==> config.mk <==
export PLATFORM = sky130hd
export DESIGN_NAME = seq_detector_prog
export DESIGN_NICKNAME = d
export VERILOG_FILES = /design/src/rtl/seq_detector_prog.sv
export SDC_FILE = /design/constraint.sdc
export NUM_CORES = 1
export LEC_CHECK = 0
export CORE_AREA = 2 2 90 71
export CTS_CLUSTER_SIZE = 16
export DETAILED_ROUTE_END_ITERATION = 7
export DIE_AREA = 0 0 92 73
export PLACE_DENSITY = 0.6
export SETUP_SLACK_MARGIN = 0.15
export SLEW_MARGIN = 15
export SYNTH_ARGS = -nofsm -noshare
export SYNTH_HDL_FRONTEND = slang
export SYNTH_SLANG_ARGS = --single-unit
==> constraint.sdc <==
create_clock -name clk -period 3.9 [get_ports clk]
set_input_delay 1.17 -clock clk [delete_from_list [all_inputs] [get_ports clk]]
set_output_delay 1.17 -clock clk [all_outputs]
set_load 0.03 [all_outputs]
==> src/rtl/seq_detector_prog.sv <==
// Programmable serial pattern detector with overlap/non-overlap matching.
// Ports:
//   clk, rst_n     : clock, asynchronous active-low reset
//   bit_in         : serial data bit, sampled when bit_valid=1
//   bit_valid      : qualifies bit_in
//   cfg_load       : strobe latching cfg_pattern/cfg_len/cfg_overlap
//   cfg_pattern    : pattern, bit [cfg_len-1] received first, bit [0] last
//   cfg_len        : pattern length, legal 1..MAX_LEN
//   cfg_overlap    : 1 = overlapping matches, 0 = restart after a match
//   cnt_clr        : synchronous clear of match_count
//   detected       : one-cycle pulse per match
//   match_count    : saturating match counter
//   cfg_err        : one-cycle pulse on a rejected cfg_load
//   armed          : a valid configuration is held
module seq_detector_prog #(
    parameter int MAX_LEN = 8,
    parameter int LEN_W   = $clog2(MAX_LEN + 1),
    parameter int CNT_W   = 8
) (
    input  logic               clk,
    input  logic               rst_n,
    input  logic               bit_in,
    input  logic               bit_valid,
    input  logic               cfg_load,
    input  logic [MAX_LEN-1:0] cfg_pattern,
    input  logic [LEN_W-1:0]   cfg_len,
    input  logic               cfg_overlap,
    input  logic               cnt_clr,
    output logic               detected,
    output logic [CNT_W-1:0]   match_count,
    output logic               cfg_err,
    output logic               armed
);

    typedef enum logic {
        UNCFG,
        RUN
    } state_t;

    state_t             state;
    logic [MAX_LEN-1:0] pat;
    logic [LEN_W-1:0]   len;
    logic               ovl;
    logic [MAX_LEN-1:0] hist;
    logic [LEN_W-1:0]   fill;

    logic               legal;
    logic               accept;
    logic               match;
    logic [MAX_LEN-1:0] shifted;
    logic [MAX_LEN-1:0] mask;
    logic [LEN_W:0]     fill_inc;

    always_comb begin
        legal    = (cfg_len != '0) && (cfg_len <= LEN_W'(MAX_LEN));
        // A load in the same cycle always discards the bit.
        accept   = bit_valid && (state == RUN) && !cfg_load;
        shifted  = {hist[MAX_LEN-2:0], bit_in};
        // Shifting all-ones left by len leaves ones only above the pattern.
        mask     = ~({MAX_LEN{1'b1}} << len);
        fill_inc = {1'b0, fill} + {{LEN_W{1'b0}}, 1'b1};
        match    = accept
                && (fill_inc >= {1'b0, len})
                && (((shifted ^ pat) & mask) == '0);
    end

    always_ff @(posedge clk or negedge rst_n) begin
        if (!rst_n) begin
            state       <= UNCFG;
            pat         <= '0;
            len         <= '0;
            ovl         <= 1'b0;
            hist        <= '0;
            fill        <= '0;
            detected    <= 1'b0;
            match_count <= '0;
            cfg_err     <= 1'b0;
            armed       <= 1'b0;
        end else begin
            detected <= match;
            cfg_err  <= cfg_load && !legal;

            if (cfg_load) begin
                if (legal) begin
                    state <= RUN;
                    armed <= 1'b1;
                    pat   <= cfg_pattern;
                    len   <= cfg_len;
                    ovl   <= cfg_overlap;
                    hist  <= '0;
                    fill  <= '0;
                end
            end else if (accept) begin
                if (match && !ovl) begin
                    hist <= '0;
                    fill <= '0;
                end else begin
                    hist <= shifted;
                    if (fill < len) begin
                        fill <= fill_inc[LEN_W-1:0];
                    end
                end
            end

            if (cnt_clr) begin
                match_count <= match ? CNT_W'(1) : '0;
            end else if (match && !(&match_count)) begin
                match_count <= match_count + CNT_W'(1);
            end
        end
    end

endmodule

==> summary.txt <==
setup repair after global routing missed its margin = false
Max-slew headroom = 0.461
Vias = 1377
H-tree depth = 2
synth cell count leaders = 35 x dfrtp_1, 15 x mux2_2, 10 x a21oi_1, 10 x ha_1
max cap viols = 0
crit path max fanout = 7
hold_sp = pat[0]$_DFFE_PN0P_
Worst Setup End Kind = register
post-synth top area share = 0.471
syn_nets = 196
max incr delay on CP = 500 ps
Post-Layout Inst Area = 2360 um2
final number of hold-violating endpoints = 0
Clock Skews = 9.43 ps
Hold Crit Class = reg2reg
dpl hpwl = 2.84 mm
Startpoint Class = input pin
initial core utilization = 0.313
leading area contributor after synthesis = dfrtp_1
hold_buf cts = 0
Core Rows = 25
post-synthesis sequential area ratio = 0.471
Mapped Area = 1860 um2
slowest CP cell = or4b_4
post-route ant nets = 0
final setup vio count = 0
setup bufs post-CTS = 0
Primary FF master, synth = dfrtp_1
Syn-to-layout area delta = 26.9%
RR Startpoint = fill[0]$_DFFE_PN0P_
WP buf/inv = 1
TritonCTS clock tree = yes
IO Pins = 30
flops & latches, synth = 35
core area = 5940 um2
Final Cycle Share = 0.843
top-count cell post-synth = dfrtp_1
initial antenna violation count = 0
Unique masters post-synth = 39
routability congestion estimate = 0.768
slew at the pin with the worst max-slew slack = 802 ps
Post-Syn Area per Cell = 11.1 um2
detailed-route wire length = 3.80 mm
Power Density = 451 nW/um2
first-pass GRT wire length = 6.76 mm
cells resized by post-CTS repair = 0
largest net degree at the start of global routing = 36
DIE AREA = 6720 um2
I/O Buffers = 29
Leak Pwr = 0.994 nW
DR pass1 iterations = 4
CP arrival = 3470 ps
R2R Setup Slk = 1080 ps
die height = 73 um
Worst Path Required = 4080 ps
top cells by area, synth = dfrtp_1 47%, mux2_2 9.1%, ha_1 6.7%
layout cells sized above 1 = 0.153
CTS root buf = clkbuf_8
critical path type = in2reg
minimum clock period = 3290 ps
final non-filler cell total = 283
outcome = complete, no violations
Worst-path clk slew = 70 ps
TritonCTS buffer count = 5
clock buffer depth = 2
setup TNS = 0 ps
fmax = 0.304 GHz
Remaining DRCs = 0
Post-synth EDFFs = 0
CTS sink count = 35
nets = 230
Worst VDD drop = 0.180 mV
Post-DP Area = 2250 um2
placed cells = 275
YS warnings = 0
asr flop ratio synth = 1.00
WL/cell = 13.4 um
Clock Latency Late Sink = 300 ps
n_diodes = 0
Via density = 4.87
vias in the first global route = 1380
Final Max Slew Viols = 0
largest delay contributor family on the critical path = simple AND/OR/NAND/NOR gates
Tot GR Track Use = 0.132
Die Span X = 92 um
CP Cell Sequence = clkdlybuf4s50_1 -> nand3b_1 -> a21oi_1 -> or4b_4 -> or2_1 -> nor4_1 -> mux2_2
Setup crit start = cfg_load
DR iter-0 viols = 53
Mapped Cells = 167
total grt overflow = 0
## final cells by class
type / instances / area [um2]
sequential: 35 / 876
multi-input combinational: 119 / 926
inverter: 8 / 30.0
clock inverter: 3 / 43.8
fill: 595 / 3580
timing repair buffer: 32 / 313
tap: 81 / 101
clock buffer: 5 / 68.8
## power by group
part | total [W] | internal, W | switching (W)
Sequential | 0.000460 | 0.000406 | 0.0000532
Clock | 0.000329 | 0.000190 | 0.000139
Combinational | 0.000276 | 0.000147 | 0.000129
Total | 0.00106 | 0.000744 | 0.000321
## metal layers
metal	share of wire	wire length [um]	vias up	track usage
met1	0.50	1920	660	0.178
met5	0	0	-	0
li1	-	-	682	-
met4	0.0084	32	0	0.0547
met3	0.055	209	2	0.0506
met2	0.43	1640	33	0.192
## registers in the layout, summed over array words and instances, names as in the netlist
register and flops:
cfg_err 1, detected 1, fill 4, hist 7, len 4, match_count 8
ovl 1, pat 8, state 1
## kinds of logic (layout without fill, tap and decap cells)
kind of cell / count (synthesis) / count (layout) / share of synthesized area
AND/OR/NAND/NOR: 43 / 43 / 0.129
XOR/XNOR: 12 / 12 / 0.0565
buffers and inverters: 13 / 48 / 0.0310
multiplexers: 17 / 17 / 0.102
AO/OA/AOI/OAI: 37 / 37 / 0.143
flip-flops: 35 / 35 / 0.471
adder cells (fa/ha/maj): 10 / 10 / 0.0673
## metrics by stage
stage	hold WS (ps)	total power (W)	setup slack, ps	utilization
4_1_cts	536	0.00108	606	0.397
2_1_floorplan	481	0.000659	866	-
5_1_grt	546	0.00114	399	0.397
3_3_place_gp	502	0.000740	335	0.378
6_report	529	0.00106	613	0.397
3_5_place_dp	518	0.000748	294	0.378
## path summary, 6_finish.rpt
check                      cells past startpoint                          to
setup / recovery                               7  match_count[6]$_DFFE_PN0P_
hold reg to reg                                1          pat[0]$_DFFE_PN0P_
max in group asynchronous                      2           state$_DFFE_PN0P_
min in group asynchronous                      2         fill[2]$_DFFE_PN0P_
hold / removal                                 1          pat[0]$_DFFE_PN0P_
setup reg to reg                               8  match_count[6]$_DFFE_PN0P_
## worst register-to-register path: stages, from the launching register on
cell and delay [ps]:
dfrtp_1 420, ha_1 330, ha_1 270, a21boi_0 180, o31ai_1 90, a221o_2 410
or2_1 310, nor4_1 330, mux2_2 370
## cell usage in the layout, fill, tap and decap left out, drive strengths merged, types with 3 or more instances in the layout
cell type       n
nand3           8
inv             8
a21oi          10
o31ai           6
ha             10
clkdlybuf4s50  29
clkbuf          5
xor2            3
nand2           4
a22o            9
dfrtp          35
buf             3
nor3            5
xnor2           9
nor2            8
mux2           15
No activity file was read; power rests on OpenSTA's default activity.
